--- src/rtl/ps2_mouse_packet_decoder_pkg.sv ---
// Shared types and constants for the PS/2 mouse packet decoder.
package ps2_mouse_packet_decoder_pkg;

    typedef enum logic [1:0] {
        WAIT_B0 = 2'd0,
        WAIT_B1 = 2'd1,
        WAIT_B2 = 2'd2
    } state_t;

    // Header byte bit positions
    localparam int BTN_L = 0;
    localparam int BTN_R = 1;
    localparam int BTN_M = 2;
    localparam int SYNC  = 3;
    localparam int XSIGN = 4;
    localparam int YSIGN = 5;
    localparam int XOVF  = 6;
    localparam int YOVF  = 7;

    localparam int PKT_LEN = 3;

endpackage

--- src/rtl/ps2_mouse_packet_decoder_axis.sv ---
// One cursor axis: saturating position register moved by a signed 9-bit delta.
module ps2_axis_accumulator #(
    parameter int WIDTH = 10,
    parameter int INIT  = 320
) (
    input  logic             clock,
    input  logic             reset,
    input  logic [8:0]       delta,
    input  logic             invert,
    input  logic             ovf,
    input  logic             update,
    input  logic [WIDTH-1:0] max_pos,
    output logic [WIDTH-1:0] pos
);
    localparam int SW = WIDTH + 2;

    logic signed [SW-1:0] delta_ext_s;
    logic signed [SW-1:0] sum_s;
    logic [WIDTH-1:0]     next_s;
    logic [WIDTH-1:0]     pos_r;

    // Signed sum with two guard bits, then clamp to [0, max_pos]
    always_comb begin
        delta_ext_s = {{(SW-9){delta[8]}}, delta};
        if (invert) begin
            sum_s = $signed({2'b00, pos_r}) - delta_ext_s;
        end else begin
            sum_s = $signed({2'b00, pos_r}) + delta_ext_s;
        end
        if (sum_s[SW-1]) begin
            next_s = {WIDTH{1'b0}};
        end else if (sum_s > $signed({2'b00, max_pos})) begin
            next_s = max_pos;
        end else begin
            next_s = sum_s[WIDTH-1:0];
        end
    end

    // Position register; an overflowed axis keeps its position
    always_ff @(posedge clock or posedge reset) begin
        if (reset) begin
            pos_r <= WIDTH'(INIT);
        end else if (update && !ovf) begin
            pos_r <= next_s;
        end else begin
            pos_r <= pos_r;
        end
    end

    assign pos = pos_r;

endmodule

--- src/rtl/ps2_mouse_packet_decoder.sv ---
// Aligns PS/2 bytes into 3-byte mouse packets, decodes them and tracks a clamped cursor.
module ps2_mouse_packet_decoder
    import ps2_mouse_packet_decoder_pkg::*;
#(
    parameter int SCREEN_W       = 640,
    parameter int SCREEN_H       = 480,
    parameter int TIMEOUT_CYCLES = 100000
) (
    input  logic                        clock,
    input  logic                        reset,
    input  logic                        io_byte_valid,
    input  logic [7:0]                  io_byte_bits,
    output logic                        io_pkt_valid,
    output logic                        io_btn_left,
    output logic                        io_btn_right,
    output logic                        io_btn_middle,
    output logic [8:0]                  io_dx,
    output logic [8:0]                  io_dy,
    output logic                        io_x_ovf,
    output logic                        io_y_ovf,
    output logic [$clog2(SCREEN_W)-1:0] io_cursor_x,
    output logic [$clog2(SCREEN_H)-1:0] io_cursor_y,
    output logic                        io_sync_err
);
    localparam int XW = $clog2(SCREEN_W);
    localparam int YW = $clog2(SCREEN_H);
    localparam int TW = $clog2(TIMEOUT_CYCLES + 1);

    state_t        state_r;
    logic [TW-1:0] tmo_cnt_r;
    logic [7:0]    pkt_r [PKT_LEN-1];

    logic       pkt_done_s;
    logic       tmo_hit_s;
    logic [8:0] dx_s;
    logic [8:0] dy_s;

    // The third byte is used straight off the bus so the cursor moves with io_pkt_valid
    assign pkt_done_s = (state_r == WAIT_B2) && io_byte_valid && pkt_r[0][SYNC];
    assign tmo_hit_s  = (state_r != WAIT_B0) && !io_byte_valid
                        && (tmo_cnt_r == TW'(TIMEOUT_CYCLES - 1));
    assign dx_s = {pkt_r[0][XSIGN], pkt_r[1]};
    assign dy_s = {pkt_r[0][YSIGN], io_byte_bits};

    // Packet alignment FSM, timeout counter and registered decode outputs
    always_ff @(posedge clock or posedge reset) begin
        if (reset) begin
            state_r       <= WAIT_B0;
            tmo_cnt_r     <= {TW{1'b0}};
            pkt_r[0]      <= 8'h00;
            pkt_r[1]      <= 8'h00;
            io_pkt_valid  <= 1'b0;
            io_sync_err   <= 1'b0;
            io_btn_left   <= 1'b0;
            io_btn_right  <= 1'b0;
            io_btn_middle <= 1'b0;
            io_dx         <= 9'h000;
            io_dy         <= 9'h000;
            io_x_ovf      <= 1'b0;
            io_y_ovf      <= 1'b0;
        end else begin
            io_pkt_valid <= 1'b0;
            io_sync_err  <= 1'b0;
            case (state_r)
                WAIT_B0: begin
                    tmo_cnt_r <= {TW{1'b0}};
                    if (io_byte_valid) begin
                        if (io_byte_bits[SYNC]) begin
                            pkt_r[0] <= io_byte_bits;
                            state_r  <= WAIT_B1;
                        end else begin
                            io_sync_err <= 1'b1;
                        end
                    end else begin
                        state_r <= WAIT_B0;
                    end
                end
                WAIT_B1: begin
                    if (io_byte_valid) begin
                        pkt_r[1]  <= io_byte_bits;
                        tmo_cnt_r <= {TW{1'b0}};
                        state_r   <= WAIT_B2;
                    end else if (tmo_hit_s) begin
                        tmo_cnt_r   <= {TW{1'b0}};
                        io_sync_err <= 1'b1;
                        state_r     <= WAIT_B0;
                    end else begin
                        tmo_cnt_r <= tmo_cnt_r + TW'(1);
                    end
                end
                WAIT_B2: begin
                    if (io_byte_valid) begin
                        tmo_cnt_r <= {TW{1'b0}};
                        state_r   <= WAIT_B0;
                        // A corrupted stored header is reported rather than decoded
                        if (pkt_done_s) begin
                            io_pkt_valid  <= 1'b1;
                            io_btn_left   <= pkt_r[0][BTN_L];
                            io_btn_right  <= pkt_r[0][BTN_R];
                            io_btn_middle <= pkt_r[0][BTN_M];
                            io_dx         <= dx_s;
                            io_dy         <= dy_s;
                            io_x_ovf      <= pkt_r[0][XOVF];
                            io_y_ovf      <= pkt_r[0][YOVF];
                        end else begin
                            io_sync_err <= 1'b1;
                        end
                    end else if (tmo_hit_s) begin
                        tmo_cnt_r   <= {TW{1'b0}};
                        io_sync_err <= 1'b1;
                        state_r     <= WAIT_B0;
                    end else begin
                        tmo_cnt_r <= tmo_cnt_r + TW'(1);
                    end
                end
                default: begin
                    tmo_cnt_r <= {TW{1'b0}};
                    state_r   <= WAIT_B0;
                end
            endcase
        end
    end

    ps2_axis_accumulator #(
        .WIDTH (XW),
        .INIT  (SCREEN_W / 2)
    ) u_axis_x (
        .clock   (clock),
        .reset   (reset),
        .delta   (dx_s),
        .invert  (1'b0),
        .ovf     (pkt_r[0][XOVF]),
        .update  (pkt_done_s),
        .max_pos (XW'(SCREEN_W - 1)),
        .pos     (io_cursor_x)
    );

    // Screen Y grows downward, so a positive mouse dy moves the cursor up
    ps2_axis_accumulator #(
        .WIDTH (YW),
        .INIT  (SCREEN_H / 2)
    ) u_axis_y (
        .clock   (clock),
        .reset   (reset),
        .delta   (dy_s),
        .invert  (1'b1),
        .ovf     (pkt_r[0][YOVF]),
        .update  (pkt_done_s),
        .max_pos (YW'(SCREEN_H - 1)),
        .pos     (io_cursor_y)
    );

endmodule

--- config.mk ---
export PLATFORM = sky130hd
export DESIGN_NAME = ps2_mouse_packet_decoder
export DESIGN_NICKNAME = d
export VERILOG_FILES = /design/src/rtl/ps2_mouse_packet_decoder_pkg.sv /design/src/rtl/ps2_mouse_packet_decoder_axis.sv /design/src/rtl/ps2_mouse_packet_decoder.sv
export SDC_FILE = /design/constraint.sdc
export NUM_CORES = 1
export LEC_CHECK = 0
export ABC_AREA = 1
export CAP_MARGIN = 10
export CORE_MARGIN = 2
export CORE_UTILIZATION = 52
export DETAILED_ROUTE_END_ITERATION = 6
export PLACE_DENSITY = 0.77
export SYNTH_ARGS = -nofsm -noshare
export SYNTH_HDL_FRONTEND = slang
export SYNTH_HIERARCHICAL = 1
export SYNTH_SLANG_ARGS = --single-unit
export TNS_END_PERCENT = 1
--- constraint.sdc ---
create_clock -name clock -period 3.6 [get_ports clock]
set_input_delay 0.72 -clock clock [delete_from_list [all_inputs] [get_ports clock]]
set_output_delay 0.72 -clock clock [all_outputs]
set_load 0.03 [all_outputs]
==> Yosys cells after proc, flatten, opt, wreduce, memory -nomap -nowiden <==
Cells that the tools add are included.
{ "op_classes": {"n_reduce_logical": 15, "eq_ne": 4, "mux": 23, "order_cmp": 2, "n_addsub": 3} }
{ "ops": {"columns": ["op", "n"], "rows": [
  ["$mux 17", 3],
  ["$mux 10", 2],
  ["$mux 9", 2],
  ["$add 17x1->17 const B", 1],
  ["$eq 17x17->1 const B", 1],
  ["$add 11x9->12", 1],
  ["$gt 12x11->1 const B", 1],
  ["$gt 11x10->1 const B", 1],
  ["$sub 10x9->11", 1],
  ["$mux 2", 5],
  ["$mux 1", 9],
  ["$logic_and 1x1->1", 6],
  ["$pmux 2 s3", 1],
  ["$reduce_and 3->1", 2],
  ["$logic_not 1->1", 3],
  ["$ne 3x3->1 const B", 1],
  ["$pmux 1 s3", 1],
  ["$eq 2x1->1 const B", 1],
  ["$eq 2x2->1 const B", 1],
  ["$logic_not 2->1", 1],
  ["$reduce_and 2->1", 1],
  ["$reduce_bool 2->1", 1],
  ["$reduce_or 2->1", 1]
]} }
{ "totals": {"register_bits": 79, "out_inout_bits": 44, "in_bits": 11, "wordCells": 62} }

==> Depth between registers and ports, before layout <==
Gate-level depths: netlist (run 1).
{ "depth": {"ltp_word": 6, "mapped_depth": 30, "depth_no_buf": 29} }

==> Cells and area by module <==
Netlist (run 1), hierarchy kept.
{ "by_module_without_submodules": {"columns": ["mod", "cells_per_inst", "seq_area_each_um2", "area_per_inst_um2", "n_inst"], "rows": [
  ["ps2_mouse_packet_decoder", 313, 1501.4, 2707.6, 1],
  ["ps2_axis_accumulator (u_axis_x)", 271, 252.7, 1680.4, 1],
  ["ps2_axis_accumulator (u_axis_y)", 245, 230.2, 1551.5, 1]
]} }

==> Worst setup path after synthesis (run 1) <==
Ideal clock, no wire load.
{ "synth_timing": {"kind": "in2reg", "from": "in io_byte_bits[0]", "to": "reg u_axis_y.pos_r[3], in the netlist u_axis_y/pos[3]", "setup_ps": 117, "t_required_ps": 3483, "setup_slack_ps": 311, "n_path_buf": 1, "path_stages": 23, "arrival_time_ps": 3172, "cell_sequence": "ha_1 -> fa_1 -> inv_1 -> nand3_1 -> nand2_1 -> a21oi_1 -> o21ai_0 -> xor2_1 -> inv_1 -> ha_1 -> nand2_1 -> nand2_1 -> a21oi_1 -> nand2_1 -> nand2_1 -> nand2_1 -> nand2_1 -> nand3_2 -> buf_6 -> nand2_4 -> nand2_1 -> nand3_1 -> nand2_1"} }
{ "synth_between": {"elab_chain_cells": 4} }
{ "synth_lines": {"columns": ["item", "line", "rtl"], "rows": [
  ["from (decl)", "ps2_mouse_packet_decoder.sv:12", "input logic [7:0] io_byte_bits,"],
  ["$sub 10x9->11 (*)", "ps2_mouse_packet_decoder_axis.sv:26", "sum_s = $signed({2'b00, pos_r}) - delta_ext_s;"],
  ["$gt 11x10->1", "ps2_mouse_packet_decoder_axis.sv:32", "end else if (sum_s > $signed({2'b00, max_pos})) begin"],
  ["$mux 9", "ps2_mouse_packet_decoder_axis.sv:32", null],
  ["$mux 9 (*)", "ps2_mouse_packet_decoder_axis.sv:30", "if (sum_s[SW-1]) begin"],
  ["to (signal assigned)", "ps2_mouse_packet_decoder_axis.sv:42", "pos_r <= WIDTH'(INIT);"],
  ["to (signal assigned)", "ps2_mouse_packet_decoder_axis.sv:44", "pos_r <= next_s;"],
  ["to (signal assigned)", "ps2_mouse_packet_decoder_axis.sv:46", "pos_r <= pos_r;"],
  ["to (decl)", "ps2_mouse_packet_decoder_axis.sv:20", "logic [WIDTH-1:0] pos_r;"]
]} }
Every way passes the cells marked *; elsewhere a longest branch is shown, timed or not.
A chain may end at the register's enable or synchronous reset.

==> Worst setup path after layout (run 1) <==
{ "layout_timing": {"from": "in io_byte_bits[0]", "to": "reg u_axis_y.pos_r[5], in the netlist u_axis_y/pos[5]"} }
Same word-level chain as after synthesis.

==> results.cfg, run 1 <==
[floorplanning]
design.die.area_sq_mm = 0.01229
std_cell_rows = 39
core_sq_mm = 0.01127
dieWidth_microns = 110.9
initial_utilization = 0.5269
pin_count = 55
dieHeight_microns = 110.9

[yosys]
ys_types = 42
ys_ff_latch = 79
share_of_the_synthesized_netlist_area_taken_by_xor_and_xnor_gates = 0.05014
postSynthCellCount = 829
synth.avg_cell_area_sq_um = 7.165
synth_async_sr_flop_share = 1.000
synth.area.mux_share = 0
netlist_area_sq_mm = 0.005939
synth_top_cell_by_area = sky130_fd_sc_hd__dfrtp_1
synth_top_family_by_area = simple AND/OR/NAND/NOR gates
synth_compound_area_frac = 0.07457
synthAdderAreaFrac = 0.1015
seq_area_frac_synth = 0.3341
portion_of_synthesized_cell_area_occupied_by_the_leading_cell_type = 0.3076
post_synth_and_or_nand_nor_area_fraction = 0.3301
yosysWarnings = 6
synth.area.top_cells = sky130_fd_sc_hd__dfrtp_1 (31%), sky130_fd_sc_hd__nand2_1 (16%), sky130_fd_sc_hd__ha_1 (9.5%)
synth_edf_count = 0
yosys_most_used_dff = sky130_fd_sc_hd__dfrtp_1
ys_top_cells_by_count = sky130_fd_sc_hd__nand2_1 (260), sky130_fd_sc_hd__inv_1 (136), sky130_fd_sc_hd__dfrtp_1 (73)
synth.most_common_cell = sky130_fd_sc_hd__nand2_1

[global_route]
pin_count_of_the_biggest_net_entering_global_routing = 32
initial_antenna_violation_count = 0
grt.total_usage = 0.2330
globalRoute.totalOverflow = 0
first_pass_grt_wire_length_mm = 23.60
grt_pass1_vias = 5021

[route]
drtIter0Drc = 346
routed_wl_mm = 14.20
route.detailed.wl_per_inst_microns = 12.83
route.vias.total = 5503
detail_route.drc_violations = 0
drtAntennaViolNets = 0
vias_per_cell = 4.971
detail_route.first_pass.iterations = 7

[final_layout]
finish.net_count = 1017
final_layout_size_suffix_gt1_frac = 0.1680
fillers = 936
diodes = 0
area_growth_pct = 27.74

[place]
placement.io_buffers = 54
dp_slack_ns = -0.2878
detailedPlacementHpwl_mm = 10.61
gp_routability_congestion = 0.8948

[sta]
clock.fmax_ghz = 0.2929
final_clock_period_utilization_by_the_worst_path = 0.9484
setup_repair_after_global_routing_missed_its_margin = yes
timing.max_slew.rel_slack = 0.5675
setup_viol = 0
skew_ns = 0.005926
max_slew.worst_pin.slew_ns = 0.6478
setup_slack_ns = 0.1857
final_hold_viol_count = 0
fin_crit_ns = 3.414
slew_viol_final = 0

[clock_tree]
clk_pin_slew_worst_paths_ns = 0.06
max-clock-path-buffers = 2
numCtsBuffers = 9
clkLatencyLatePin_ns = 0.34
htree_levels = 3
cts_tree = yes
ctsRootBufferMaster = sky130_fd_sc_hd__clkbuf_16
cts.sinks = 79

[critical_path]
worst_path_largest_cell_delay_ns = 0.43
worst_setup_path_start_kind = input pin
rrSetupSlack_ns = 0.22
signal_arrival_time_at_the_worst_endpoint_ns = 3.70
critPathMostFrequentCell = sky130_fd_sc_hd__nand2_1
timing.critical_path.slowest_stage_cell = sky130_fd_sc_hd__clkdlybuf4s50_1
cp_num_cells = 23
reg2reg_to = u_axis_x/pos[2]
crit_required_ns = 3.88
worstSetupPathType = input pin to register
worst_setup_path_startpoint = io_byte_bits[0]
critical_path.cell_chain = clkdlybuf4s50_1 -> ha_2 -> fa_2 -> inv_1 -> nand3_1 -> nand2_1 -> a21oi_1 -> o21ai_1 -> xor2_1 -> inv_1 -> ha_1 -> nand2_1 -> nand2_1 -> a21oi_1 -> nand2_1 -> nand2_1 -> nand2_1 -> nand2_2 -> nand3_4 -> buf_4 -> nand3_1 -> nand3_1 -> nand2_1
timing.critical_path.fanout_max = 6
endpoint = u_axis_y/pos[5]
crit_buf_inv = 4
critical_path.reg2reg.startpoint = dx_s[0]
reg2regPathDepth = 24
cp-end-kind = register
cpLargestDelayFamily = adder cells

[status]
status = finished clean

[job]
maxCapViolCount = 0

[min_path]
worst_hold_path_type = register to register
==> metrics by stage <==
step           hold slack, ns  area (sq um)    util  cells  TNS, ns
4_1_cts                0.4624          7361  0.6530   1101        0
3_3_place_gp           0.4495          6995  0.6206   1085   -1.226
5_1_grt                0.4978          7587  0.6731   1107  -0.1547
6_report               0.4584          7587  0.6731   1107        0
2_1_floorplan          0.4299          6037       -    855        0
3_5_place_dp           0.4547          6995  0.6206   1085   -1.950
==> cell usage in the layout, fill, tap and decap left out, drive strengths merged <==
master / instances
or2: 3
inv: 148
clkdlybuf4s50: 52
o21ai: 34
nor2: 74
ha: 45
a31o: 1
nand2: 276
dfstp: 6
a21o: 1
a21oi: 27
conb: 28
bufinv: 4
nand4: 9
clkbuf: 11
xor2: 21
dfrtp: 73
nand3: 67
nor3b: 2
o22ai: 1
o21bai: 4
fa: 2
buf: 50
a31oi: 1
dlymetal6s2s: 2
nand3b: 3
nor3: 5
o31ai: 1
xnor2: 13
==> worst register-to-register path: stages, from the launching register on <==
cell                       delay, ns
sky130_fd_sc_hd__dfrtp_1        0.37
sky130_fd_sc_hd__inv_2          0.07
sky130_fd_sc_hd__ha_4           0.25
sky130_fd_sc_hd__inv_1          0.03
sky130_fd_sc_hd__o21ai_0        0.13
sky130_fd_sc_hd__buf_4          0.16
sky130_fd_sc_hd__inv_1          0.04
sky130_fd_sc_hd__ha_1           0.27
sky130_fd_sc_hd__nand2_2        0.08
sky130_fd_sc_hd__nor2_4         0.09
sky130_fd_sc_hd__nand2_1        0.06
sky130_fd_sc_hd__nand3_2        0.06
sky130_fd_sc_hd__nand2_1        0.06
sky130_fd_sc_hd__a21oi_2        0.19
sky130_fd_sc_hd__xor2_2         0.10
sky130_fd_sc_hd__ha_1           0.31
sky130_fd_sc_hd__nand2_1        0.09
sky130_fd_sc_hd__nor2_2         0.10
sky130_fd_sc_hd__nand3_1        0.08
sky130_fd_sc_hd__nand3b_1       0.18
sky130_fd_sc_hd__nand2_2        0.11
sky130_fd_sc_hd__nand2_4        0.08
sky130_fd_sc_hd__or2_0          0.20
sky130_fd_sc_hd__nand3_1        0.11
sky130_fd_sc_hd__nand2_1        0.07
==> layout make-up <==
type | count | area (sq um) | share of cell area
well taps | 143 | 178.9 | 0.02358
flip-flops and latches | 79 | 1986 | 0.2617
multi-input cells | 618 | 3588 | 0.4730
clock buffers | 11 | 232.7 | 0.03067
repair buffers | 104 | 920.9 | 0.1214
inverters | 147 | 551.8 | 0.07272
clock inverters | 5 | 128.9 | 0.01699
==> flip-flops by register name (all words and copies together) (netlist names), 2 cells and up <==
name / flops
tmo_cnt_r: 17
u_axis_x/pos: 10
dx_s: 9
io_dx: 9
io_dy: 9
u_axis_y/pos: 9
pkt_r: 6
state_r: 2
==> cell families after synthesis <==
family / count (synthesis)
buffers and inverters: 158
AO/OA/AOI/OAI: 70
XOR/XNOR: 34
AND/OR/NAND/NOR: 439
flip-flops: 79
other: 2
adder cells (fa/ha/maj): 47
==> layer usage <==
layer,GRT usage,share of wire,vias to the layer above
li1,-,-,2804
met1,0.3309,0.47,2529
met2,0.3746,0.47,154
met3,0.03609,0.054,16
met4,0.06083,0.013,0
met5,0,0,-
==> how the worst min path moves through the flow <==
stage / to / cells past startpoint / from / slack [ns]
floorplan: tmo_cnt_r[0] / 1 / tmo_cnt_r[0] / 0.43
global route: tmo_cnt_r[0] / 1 / tmo_cnt_r[0] / 0.50
global placement: tmo_cnt_r[0] / 1 / tmo_cnt_r[0] / 0.45
detailed placement: tmo_cnt_r[0] / 1 / tmo_cnt_r[0] / 0.45
CTS: tmo_cnt_r[0] / 1 / tmo_cnt_r[0] / 0.46
finish: tmo_cnt_r[0] / 1 / tmo_cnt_r[0] / 0.46
==> repair_timing <==
action                                  in CTS  in global routing
endpoints found under the setup margin       1                 19
pin swaps                                    0                 14
buffers inserted                             0                  6
hold buffers                                 0                  0
resized for setup                            2                 38
Power of run 1 is not shown: default switching activity piles up to over one toggle a cycle in this logic, so the estimate is an artifact.
==> inputs of run 2 (changes only) <==
--- a/config.mk
+++ b/config.mk
@@ -11,6 +11,7 @@
 export CORE_UTILIZATION = 52
 export DETAILED_ROUTE_END_ITERATION = 6
 export PLACE_DENSITY = 0.77
+export SLEW_MARGIN = 20
 export SYNTH_ARGS = -nofsm -noshare
 export SYNTH_HDL_FRONTEND = slang
 export SYNTH_HIERARCHICAL = 1
==> results of run 2 <==
No change in the layout: final DEF, timing and power equal those of run 1.
Power of run 2 is left out for the same reason.
==> inputs of run 3 (changes only) <==
--- a/config.mk
+++ b/config.mk
@@ -10,7 +10,7 @@
 export CORE_MARGIN = 2
 export CORE_UTILIZATION = 52
 export DETAILED_ROUTE_END_ITERATION = 6
-export PLACE_DENSITY = 0.77
+export PLACE_DENSITY = 0.73
 export SLEW_MARGIN = 20
 export SYNTH_ARGS = -nofsm -noshare
 export SYNTH_HDL_FRONTEND = slang
==> run 3 against run 2 <==
  * Count of clock-buffer cells in the layout shrank 1
  * Largest cell class unchanged
  * Critical path depth grew 2
  * Critical path type is now register to register
  * Setup slack lost 0.022 ns
  * Register-to-register slack lost 0.06 ns
  * Highest routed layer unchanged
==> results.cfg, run 3 (synthesis gave the netlist of run 1 again) <==
[sta]
final_clock_period_utilization_by_the_worst_path = 0.9546
setup_viol = 0
fin_crit_ns = 3.436
setup_total_negative_slack_ns = 0
skew_ns = 0.01141
max_slew.worst_pin.slew_ns = 0.6253
final_hold_viol_count = 0
clock.fmax_ghz = 0.2910
slew_viol_final = 0
timing.max_slew.rel_slack = 0.5826

[floorplanning]
pin_count = 55
dieWidth_microns = 110.9
std_cell_rows = 39
design.die.area_sq_mm = 0.01229
dieHeight_microns = 110.9
initial_utilization = 0.5269
core_sq_mm = 0.01127

[critical_path]
critPathMostFrequentCell = sky130_fd_sc_hd__nand2_1
reg2reg_to = u_axis_x/pos[2]
rrSetupSlack_ns = 0.16
crit_buf_inv = 2
signal_arrival_time_at_the_worst_endpoint_ns = 3.67
worst_setup_path_start_kind = register
worstSetupPathType = register to register
cpLargestDelayFamily = simple AND/OR/NAND/NOR gates
critical_path.reg2reg.startpoint = dx_s[2]
timing.critical_path.fanout_max = 4
reg2regPathDepth = 25
cp-end-kind = register
timing.critical_path.slowest_stage_cell = sky130_fd_sc_hd__dfrtp_1
crit_required_ns = 3.84
worst_path_largest_cell_delay_ns = 0.41

[place]
placement.io_buffers = 54
gp_routability_congestion = 0.8947
detailedPlacementHpwl_mm = 10.73
dp.cells = 1082

[final_layout]
final_layout_size_suffix_gt1_frac = 0.1745
largest-register = tmo_cnt_r
finish.net_count = 1017
most-common-layout-cells = sky130_fd_sc_hd__nand2_1 (255), sky130_fd_sc_hd__inv_1 (134), sky130_fd_sc_hd__dfrtp_1 (73)
largest_reg_flops = 17
fillers = 953
area_growth_pct = 27.76
diodes = 0
final_cells = 1106
mostFrequentLayoutCell = sky130_fd_sc_hd__nand2_1

[global_route]
grt.total_usage = 0.2345
initial_antenna_violation_count = 0
pin_count_of_the_biggest_net_entering_global_routing = 32
grt.met1_usage = 0.3333
first_pass_grt_wire_length_mm = 23.50
grtUsageMet2 = 0.3767
grt_pass1_vias = 5003
gr-max-usage-layer = met2
grtUsageMet3 = 0.03663
globalRoute.totalOverflow = 0

[route]
vias_per_cell = 4.850
routed_wl_mm = 14.07
route.detailed.wl_per_inst_microns = 12.72
detail_route.drc_violations = 0
route.vias.total = 5364
drtAntennaViolNets = 0
drtIter0Drc = 332
detail_route.first_pass.iterations = 5

[min_path]
hold_path_end = io_dx[5]
hp-start = io_dx[5]
worst_hold_path_type = register to register
worst_hold_path.num_cells = 2

[status]
status = finished clean

[clock_tree]
clk_pin_slew_worst_paths_ns = 0.07
max-clock-path-buffers = 2
ctsRootBufferMaster = sky130_fd_sc_hd__clkbuf_16
clkLatencyLatePin_ns = 0.35
numCtsBuffers = 9
cts.sinks = 79
number_of_hold_repair_buffers_added_at_the_cts_stage = 0
htree_levels = 3
cts_tree = yes

[job]
maxCapViolCount = 0
## run 3: stage by stage
step	worst slack [ns]	util	hold slack [ns]	cell area [sq um]
after floorplan	0.3110	-	0.4299	6037
after global placement	-0.2188	0.6186	0.4554	6973
after detailed placement	-0.2892	0.6186	0.4635	6973
after CTS	0.006688	0.6484	0.4764	7308
after global routing	-0.1074	0.6732	0.4947	7589
final	0.1635	0.6732	0.4756	7589
## run 3: worst max-delay path by stage
stage / from / endpoint / slack, ns / cells after the start
finish: dx_s[2] / u_axis_x/pos[2] / 0.16 / 25
global route: dx_s[2] / u_axis_x/pos[2] / -0.11 / 25
CTS: dx_s[0] / u_axis_x/pos[3] / 0.007 / 26
detailed placement: io_byte_bits[1] / u_axis_y/pos[5] / -0.29 / 24
global placement: io_byte_bits[1] / u_axis_y/pos[5] / -0.22 / 24
floorplan: io_byte_bits[0] / u_axis_y/pos[3] / 0.31 / 23
## run 3: worst min-delay path, stage by stage, from the launching register on
cell	delay (ns)
sky130_fd_sc_hd__dfrtp_1	0.34
sky130_fd_sc_hd__nand2_1	0.05
sky130_fd_sc_hd__nand2_1	0.05
## run 3: area by class of cell
| type | instances | area [sq um] | area share |
|---|---|---|---|
| clock inverters | 5 | 106.4 | 0.01401 |
| clock buffers | 10 | 229.0 | 0.03017 |
| flip-flops and latches | 79 | 1984 | 0.2615 |
| repair buffers | 104 | 930.9 | 0.1227 |
| inverters | 147 | 551.8 | 0.07271 |
| multi-input cells | 618 | 3607 | 0.4754 |
| well taps | 143 | 178.9 | 0.02358 |
## run 3: routing by layer
metal  routed length (microns)  share of wire  vias to the layer above
li1                          -              -                     2805
met1                      6805           0.48                     2450
met2                      6597           0.47                       91
met3                       472          0.034                       18
met4                       193          0.014                        0
met5                         0              0                        -
## run 3: what timing repair did
| action | CTS | global route |
|---|---|---|
| endpoints found under the setup margin | 1 | 19 |
| pin swaps | 0 | 24 |
| resized for setup | 1 | 51 |
| buffers inserted | 0 | 9 |
Power of run 3 is left out for the same reason.
